[config.mk]
export PLATFORM = sky130hd
export DESIGN_NAME = dm_arbiter
export DESIGN_NICKNAME = d
export VERILOG_FILES = /design/src/rtl/dm_arb_pkg.sv /design/src/rtl/dm_arb_rr.sv /design/src/rtl/dm_arbiter.sv
export SDC_FILE = /design/constraint.sdc
export NUM_CORES = 1
export LEC_CHECK = 0
export CORE_ASPECT_RATIO = 1.1
export CORE_MARGIN = 1.5
export CORE_UTILIZATION = 35
export CTS_CLUSTER_SIZE = 20
export DETAILED_ROUTE_END_ITERATION = 8
export PLACE_DENSITY_LB_ADDON = 0.08
export SLEW_MARGIN = 20
export SYNTH_ARGS = -nofsm -noshare
export SYNTH_HDL_FRONTEND = slang
export SYNTH_HIERARCHICAL = 1
export SYNTH_SLANG_ARGS = --single-unit
export TNS_END_PERCENT = 10
[constraint.sdc]
create_clock -name clk -period 2.4 [get_ports clk]
set_clock_uncertainty 0.15 [all_clocks]
set_input_delay 0.36 -clock clk [delete_from_list [all_inputs] [get_ports clk]]
set_output_delay 0.36 -clock clk [all_outputs]
set_load 0.01 [all_outputs]
[src/rtl/dm_arb_pkg.sv]
// Shared definitions for the CPU/NIC data-memory arbiter.
//   state_t    : arbiter FSM states
//   PORT_CPU / PORT_NIC : encoding of a grant / last-grant bit
//   DATA_WIDTH, ADDR_WIDTH, MAX_BURST : default sizing constants
package dm_arb_pkg;

    localparam int DATA_WIDTH = 16;
    localparam int ADDR_WIDTH = 16;
    localparam int MAX_BURST  = 8;

    localparam logic PORT_CPU = 1'b0;
    localparam logic PORT_NIC = 1'b1;

    typedef enum logic [1:0] {
        IDLE      = 2'd0,
        CPU_XFER  = 2'd1,
        NIC_BURST = 2'd2,
        DONE      = 2'd3
    } state_t;

endpackage

[src/rtl/dm_arb_rr.sv]
// Two-way round-robin pick between the CPU and NIC ports.
//   cpu_elig   in  CPU request may be granted this cycle
//   nic_elig   in  NIC request may be granted this cycle
//   last_grant in  port that was served most recently (PORT_CPU/PORT_NIC)
//   grant      out port to serve; only meaningful when either is eligible
module dm_arb_rr
    import dm_arb_pkg::*;
(
    input  logic cpu_elig,
    input  logic nic_elig,
    input  logic last_grant,
    output logic grant
);

    always_comb begin
        grant = PORT_CPU;
        if (cpu_elig && nic_elig) begin
            // On a tie, the port that was not served last wins.
            grant = (last_grant == PORT_NIC) ? PORT_CPU : PORT_NIC;
        end else if (nic_elig) begin
            grant = PORT_NIC;
        end
    end

endmodule

[src/rtl/dm_arbiter.sv]
// Arbiter sharing one single-port data memory between a CPU (single-word
// accesses) and a NIC (bursts of 1..MAX_BURST words).
//   clk, rst                         clock, synchronous active-high reset
//   cpu_req/we/addr/wdata            CPU command, held until cpu_ack
//   cpu_ack, cpu_rdata               completion pulse and read data
//   nic_req/we/base/len/wdata        NIC burst command (len = words-1)
//   nic_beat                         beat consumed this cycle
//   nic_rdata, nic_rvalid            registered read beat
//   nic_done                         burst-complete pulse
//   mem_addr/wdata/we, mem_rdata     shared memory port (async read)
module dm_arbiter #(
    parameter int DATA_WIDTH = dm_arb_pkg::DATA_WIDTH,
    parameter int ADDR_WIDTH = dm_arb_pkg::ADDR_WIDTH,
    parameter int MAX_BURST  = dm_arb_pkg::MAX_BURST
) (
    input  logic                         clk,
    input  logic                         rst,
    input  logic                         cpu_req,
    input  logic                         cpu_we,
    input  logic [ADDR_WIDTH-1:0]        cpu_addr,
    input  logic [DATA_WIDTH-1:0]        cpu_wdata,
    output logic                         cpu_ack,
    output logic [DATA_WIDTH-1:0]        cpu_rdata,
    input  logic                         nic_req,
    input  logic                         nic_we,
    input  logic [ADDR_WIDTH-1:0]        nic_base,
    input  logic [$clog2(MAX_BURST)-1:0] nic_len,
    input  logic [DATA_WIDTH-1:0]        nic_wdata,
    output logic                         nic_beat,
    output logic [DATA_WIDTH-1:0]        nic_rdata,
    output logic                         nic_rvalid,
    output logic                         nic_done,
    output logic [ADDR_WIDTH-1:0]        mem_addr,
    output logic [DATA_WIDTH-1:0]        mem_wdata,
    output logic                         mem_we,
    input  logic [DATA_WIDTH-1:0]        mem_rdata
);

    import dm_arb_pkg::*;

    localparam int BEAT_W = $clog2(MAX_BURST);

    state_t                  state_reg, state_next;
    logic                    last_grant_reg;
    logic                    owner_reg;
    logic                    cmd_we_reg;
    logic [ADDR_WIDTH-1:0]   cmd_addr_reg;
    logic [DATA_WIDTH-1:0]   cmd_wdata_reg;
    logic [BEAT_W-1:0]       cmd_len_reg;
    logic [BEAT_W-1:0]       beat_reg;
    logic [DATA_WIDTH-1:0]   cpu_rdata_reg;
    logic [DATA_WIDTH-1:0]   nic_rdata_reg;
    logic                    nic_rvalid_reg;
    // Last driven memory address/data, held while the port is not in use.
    logic [ADDR_WIDTH-1:0]   mem_addr_reg;
    logic [DATA_WIDTH-1:0]   mem_wdata_reg;

    logic cpu_elig, nic_elig, grant, take;

    // A port whose completion pulse is high is still holding a request
    // that has already been served; it must not be granted again.
    assign cpu_elig = cpu_req && !cpu_ack;
    assign nic_elig = nic_req && !nic_done;

    dm_arb_rr u_rr (
        .cpu_elig   (cpu_elig),
        .nic_elig   (nic_elig),
        .last_grant (last_grant_reg),
        .grant      (grant)
    );

    always_comb begin
        state_next = state_reg;
        take       = 1'b0;
        mem_addr   = mem_addr_reg;
        mem_wdata  = mem_wdata_reg;
        mem_we     = 1'b0;
        nic_beat   = 1'b0;
        cpu_ack    = 1'b0;
        nic_done   = 1'b0;
        case (state_reg)
            IDLE: begin
                if (cpu_elig || nic_elig) begin
                    take       = 1'b1;
                    state_next = (grant == PORT_CPU) ? CPU_XFER : NIC_BURST;
                end
            end
            CPU_XFER: begin
                mem_addr   = cmd_addr_reg;
                mem_wdata  = cmd_wdata_reg;
                mem_we     = cmd_we_reg;
                state_next = DONE;
            end
            NIC_BURST: begin
                // Address wraps naturally at the top of the address space.
                mem_addr = cmd_addr_reg + ADDR_WIDTH'(beat_reg);
                mem_we   = cmd_we_reg;
                nic_beat = 1'b1;
                if (cmd_we_reg) begin
                    mem_wdata = nic_wdata;
                end
                if (beat_reg == cmd_len_reg) begin
                    state_next = DONE;
                end
            end
            DONE: begin
                cpu_ack    = (owner_reg == PORT_CPU);
                nic_done   = (owner_reg == PORT_NIC);
                state_next = IDLE;
            end
            default: state_next = IDLE;
        endcase
    end

    always_ff @(posedge clk) begin
        if (rst) begin
            state_reg      <= IDLE;
            last_grant_reg <= PORT_NIC;
            owner_reg      <= PORT_CPU;
            cmd_we_reg     <= 1'b0;
            cmd_addr_reg   <= '0;
            cmd_wdata_reg  <= '0;
            cmd_len_reg    <= '0;
            beat_reg       <= '0;
            cpu_rdata_reg  <= '0;
            nic_rdata_reg  <= '0;
            nic_rvalid_reg <= 1'b0;
            mem_addr_reg   <= '0;
            mem_wdata_reg  <= '0;
        end else begin
            state_reg      <= state_next;
            mem_addr_reg   <= mem_addr;
            mem_wdata_reg  <= mem_wdata;
            nic_rvalid_reg <= 1'b0;
            if (take) begin
                owner_reg <= grant;
                beat_reg  <= '0;
                if (grant == PORT_CPU) begin
                    cmd_we_reg    <= cpu_we;
                    cmd_addr_reg  <= cpu_addr;
                    cmd_wdata_reg <= cpu_wdata;
                end else begin
                    cmd_we_reg   <= nic_we;
                    cmd_addr_reg <= nic_base;
                    cmd_len_reg  <= nic_len;
                end
            end
            case (state_reg)
                CPU_XFER: cpu_rdata_reg <= mem_rdata;
                NIC_BURST: begin
                    beat_reg <= beat_reg + BEAT_W'(1);
                    if (!cmd_we_reg) begin
                        nic_rvalid_reg <= 1'b1;
                        nic_rdata_reg  <= mem_rdata;
                    end
                end
                DONE: last_grant_reg <= owner_reg;
                default: ;
            endcase
        end
    end

    assign cpu_rdata  = cpu_rdata_reg;
    assign nic_rdata  = nic_rdata_reg;
    assign nic_rvalid = nic_rvalid_reg;

endmodule
## Yosys cells after proc, flatten, opt, wreduce, memory -nomap -nowiden

Index checks and enable logic that the tools add are counted.

| storage, ports and cells | value |
|---|---|
| input port bits | 89 |
| memory bits (writable) | 0 |
| bits in read-only memories | 0 |
| output and inout port bits | 69 |
| logic and storage cells | 60 |
| memories kept | 0 |
| bits in latches | 0 |
| register bits | 108 |

| cells by class | value |
|---|---|
| multiply operators | 0 |
| $add $sub $neg | 2 |
| reductions and logical operators | 14 |
| bitwise gates (word level) | 4 |
| magnitude comparators | 0 |
| divide/modulo/power cells | 0 |
| multiplexer cells | 21 |
| shifts and indexed selects | 0 |
| eq/ne operators | 6 |

Operators with widths:

| kind | count |
|---|---|
| 16-bit case mux with 2 select lines | 2 |
| 16-bit two-way mux | 2 |
| 16-bit by 3-bit adder with 16-bit output | 1 |
| 1-bit two-way mux | 11 |
| 2-bit case mux with 4 select lines | 1 |
| 2-bit AND reduction | 4 |
| 2-bit two-way mux | 3 |
| 3-bit two-way mux | 2 |
| 2-bit == test, second input constant | 2 |
| 2-bit != test, second input constant | 2 |
| 1-bit inverter | 4 |
| 2-bit OR reduction | 2 |
| 3-bit by 1-bit adder with 3-bit output, second input constant | 1 |
| 3-bit == test | 1 |
| 1-bit logical AND | 3 |
| 2-bit by 1-bit == test with 1-bit output, second input constant | 1 |
| 1-bit zero test | 2 |
| 2-bit zero test | 1 |
| 2-bit nonzero test | 1 |
| 1-bit logical OR | 1 |

## Depth between registers and ports, before layout

| depth | value |
|---|---|
| depth in word-level cells | 9 |
| mapped depth | 11 |
| depth with buffers taken out | 9 |

## Modules after synthesis

Netlist, hierarchy kept.

By module, submodules not included:

| module | seq. area each (um2) | area an instance (um2) | cells each | times used |
|---|---|---|---|---|
| dm_arbiter | 2162.1 | 5093.6 | 555 | 1 |
| dm_arb_rr | 0.0 | 11.3 | 1 | 1 |

## Worst setup path before layout

No wires, ideal clock.

| path | value |
|---|---|
| path kind | register to register |
| from | register state_reg[0] |
| to | register cmd_wdata_reg[11] |
| stages on the path, launching flop included | 12 |
| setup time | 0.128 ns |
| buffers on the path | 2 |
| period minus slack after synthesis | 2.560 ns |
| setup slack | -0.160 ns |
| required time | 2.122 ns |
| arrival | 2.283 ns |
| path through | dfxtp_1 -> ha_1 -> inv_1 -> nor2_1 -> nor2b_1 -> a21boi_2 -> buf_6 -> nand2b_4 -> a211oi_4 -> buf_8 -> mux2i_1 -> nor2_1 |

| on the way | value |
|---|---|
| cells in the longest elaborated chain, start to end | 8 |
| elaborated cells between the ends (all ways) | 16 |
| those cells by class | eq/ne (1); mux (6); bitwise (1); reduce/logical (8) |

RTL lines:

| what | line | source |
|---|---|---|
| start: declaration | dm_arbiter.sv:43 | `state_t state_reg, state_next;` |
| start signal: assignment | dm_arbiter.sv:131 | `state_reg <= state_next;` |
| 2-bit == test (*) | dm_arbiter.sv:81 | `case (state_reg)` |
| 1-bit two-way mux (*) | dm_arbiter.sv:81 |  |
| named net nic_done | dm_arbiter.sv:32 | `output logic nic_done,` |
| 1-bit zero test (*) | dm_arbiter.sv:63 | `assign nic_elig = nic_req && !nic_done;` |
| 1-bit logical AND (*) | dm_arbiter.sv:63 |  |
| named net nic_elig | dm_arbiter.sv:58 | `logic cpu_elig, nic_elig, grant, take;` |
| 1-bit two-way mux or 1-bit logical AND (tied branches) | dm_arb_rr.sv:20, dm_arb_rr.sv:17 |  |
| 1-bit two-way mux (*) | dm_arb_rr.sv:17 | `if (cpu_elig && nic_elig) begin` |
| named net grant | dm_arbiter.sv:58 |  |
| 1-bit inverter (no source line) (*) | n/a |  |
| 2-bit AND reduction (no source line) (*) | n/a |  |
| end signal: assignment | dm_arbiter.sv:141 | `cmd_wdata_reg <= cpu_wdata;` |
| end: declaration | dm_arbiter.sv:48 | `logic [DATA_WIDTH-1:0] cmd_wdata_reg;` |

Mark *: on every way through the listed nets, which the timed path passes. The rest lies on a longest branch.
A chain may end at the register's enable or synchronous reset.

## Final worst setup path

| path | value |
|---|---|
| from | register beat_reg[0] |
| to | output port mem_addr[4] |

| on the way | value |
|---|---|
| cells in the longest elaborated chain, start to end | 2 |

RTL lines:

| what | line | source |
|---|---|---|
| start: declaration | dm_arbiter.sv:50 | `logic [BEAT_W-1:0] beat_reg;` |
| start signal: assignment | dm_arbiter.sv:151 | `beat_reg <= beat_reg + BEAT_W'(1);` |
| 16-bit by 3-bit adder with 16-bit output | dm_arbiter.sv:96 | `mem_addr = cmd_addr_reg + ADDR_WIDTH'(beat_reg);` |
| 16-bit case mux with 2 select lines | dm_arbiter.sv:81 |  |
| end: declaration | dm_arbiter.sv:33 | `output logic [ADDR_WIDTH-1:0] mem_addr,` |

Every way passes these cells.

==> metrics <==
status=complete, but fails checks; failing checks=setup timing; Min Hold Slack=307 ps; CP Class=flip-flop to output port; family with the most delay on the worst path=adder cells; layout overhead on the synthesized area=54.2%; TritonRoute pass-1 iters=4; mapped cell area=a little over 0.005 sq mm; CP most frequent cell=buf_6; Leak=0.00315 uW; critical path capture point type=output port; min-delay worst type=flip-flop to flip-flop; Final HPWL DP=between 10000 and 15000 um; Finished Layout Cells=957; gr usage total=18.9%; CTS root buf=clkbuf_16; CP Data Required Time=~1900 ps; RSZ-0062 raised after global routing=true; fin. max-slew vios=0; Vias=a little under 5k; First DRT Iteration DRCs=about 250; initial antenna violation count=0; global-route wire length before repair=23200 um; post-synthesis cell type count=between 50 and 60; fmax=387 MHz; Final Cycle Share=108%; crit path time final=2590 ps; logic gate share of total power=between 50% and 60%; routability congestion estimate from global placement=roughly 0.82; ant diodes=0; Slew HR=between 60% and 70%; largest net degree at the start of global routing=42; die area=roughly 0.015 sq mm; num rows=46; top cells by area, synth=dfxtp_1 42%, mux2i_1 11%, a22o_1 5.7%; switching power=between 3000 and 4000 uW; Sequential Power Share=approximately 29%; CTS tree=built; Core ar.=0.0143 sq mm; vias in the first global route=roughly 4.7k; R2R Path Start=state_reg[0]; Pint=approximately 5200 uW; dpl cells=between 900 and 1k; worst-path cell chain=ha_4 > fa_2 > a21oi_2 > buf_6 > buf_6 > o21a_1 > o211ai_1 > nand2_1 > buf_2; Power Dens Cells=between 1000 and 1500 mW/mm^2; Fillers=1314; clock-pin slew on the worst setup and hold paths=around 80 ps; Hold Fails Final Rpt=0; register area share after synthesis=42.4%; Layout Utilization=54.9%; Post-DRT Antenna Nets=0; worst skew pair latency=between 300 and 400 ps; worst vdd ir=about 430 uV; vias per cell=5.04; sw frac=38.7%; total gr overflow=0; layout cell share with drive strength beyond 1=26.1%; yosys warns=6; worst path bufs/invs=3; WL/cell=15.6 um; setup violators final=13; Startpoint Class=flip-flop; crit path DAT=about 2100 ps; crit path max-delay cell type=fa_2; Nets=858; Initial Util=roughly 36%; Mapped Cells=around 560; commonest non-fill, non-tap cell in the layout=clkdlybuf4s50_1; CP startpoint=beat_reg[0]; Largest stage delay, worst path=370 ps; worst-case clock buffer depth=2; share of the synthesized area in the top cell type=roughly 42%; Clk pwr share=17.5%; Synth Flop Type=dfxtp_1; Die H=roughly 130 um; slew of the pin with the lowest slew margin=between 500 and 600 ps; Sink Count=108; io pins=158; post-synth top area cell=dfxtp_1; Mean Syn Cell Area=9.18 sq um; maxcap violations=0; hold path start=nic_rdata[13]; chip width=118 um; #FFs+latches synth=108; final setup margin=-186 ps; most frequent cells in the layout=123 x clkdlybuf4s50_1, 100 x dfxtp_1, 68 x nor2_1, 59 x buf_4, 53 x mux2i_1; async set-reset flop share out of synthesis=0%; PortBufs=157; H-tree depth reported by CTS=3; TritonCTS Buffers=9; Critical Path Fanout Max=4; Post-synth EDFFs=0; synthesized net count=between 600 and 700; Residual DRC=0; overall routed net length=about 15000 um
cells in the mapped netlist (2+ instances only):
cell type / number
buf_2: 11
xnor2_1: 5
nand3_1: 12
nand4_1: 4
buf_6: 2
nor2b_1: 29
a211o_1: 2
a21oi_1: 30
a22oi_1: 3
a21o_1: 3
a211oi_1: 9
a211oi_2: 12
a211oi_4: 2
mux2i_1: 54
ha_1: 8
dfxtp_1: 108
o21bai_1: 2
nor3_1: 5
o21ai_0: 6
nor4_1: 2
a31oi_1: 11
o211ai_1: 3
clkbuf_1: 20
o22ai_1: 3
mux2_2: 5
nand2b_1: 10
inv_1: 7
nand2_1: 50
and4_1: 2
buf_1: 4
nor2_1: 71
and2_1: 4
a22o_1: 33
power groups by stage:
stage                     Clock (uW)  Sequential (uW)  Combinational [uW]
after floorplan                    0             2480                2230
after global placement             0             2430                4150
after detailed placement           0             2450                4180
after CTS                       1520             2430                4270
after global routing            1600             2490                4890
final                           1470             2440                4510
layout make-up:
class                      count  area, sq um  share of cell area, %
multi-input combinational    403         3000                   38.1
sequential                   108         2170                   27.6
timing repair buffer         231         2140                   27.1
tap                          192          240                   3.05
clock buffer                   9          225                   2.86
clock inverter                 7         67.6                  0.858
inverter                       7         26.3                  0.334
worst min-delay path: cells and delay by family (launching register included):
family / cells / cell delay [ps]
compound gates: 1 / 50
flops: 1 / 310
simple gates: 1 / 50
routing by layer:
metal | GRT usage (%) | wire length [um]
met1 | 24.3 | 6930
met2 | 31.1 | 7030
met3 | 4.97 | 819
met4 | 6.31 | 137
met5 | 0 | 0
final timing paths:
path	slack, ps	endpoint	depth (start not counted)
hold reg to reg	310	nic_rdata[13]	2
setup / recovery	-190	mem_addr[4]	9
setup reg to reg	140	cmd_wdata_reg[8]	11
hold / removal	310	nic_rdata[13]	2
what timing repair did:
| action | in CTS | in global routing |
|---|---|---|
| setup buffers | 3 | 4 |
| endpoints found under the hold margin | 0 | 0 |
| pin swaps | 18 | 9 |
| cloned | 0 | 2 |
| hold buffers | 0 | 0 |
| resized for setup | 126 | 61 |
| setup endpoints to repair | 33 | 55 |
metrics by stage:
stage	TNS, ps	worst slack (ps)	instance area (sq um)	total power (uW)
final	-1560	-186	7870	8420
after global routing	-2820	-294	7870	8970
after CTS	-4600	-240	7800	8220
after detailed placement	-4570	-421	7340	6630
after global placement	-3580	-357	7340	6580
after floorplan	0	10.1	5120	4710
logic make-up after synthesis:
family	synth area share, %
flip-flops	42.4
AND/OR/NAND/NOR	18.2
adder cells (fa/ha/maj)	2.35
buffers and inverters	4.24
multiplexers	12.0
XOR/XNOR	1.03
AO/OA/AOI/OAI	19.9
Power figures use the tool's default switching activity.
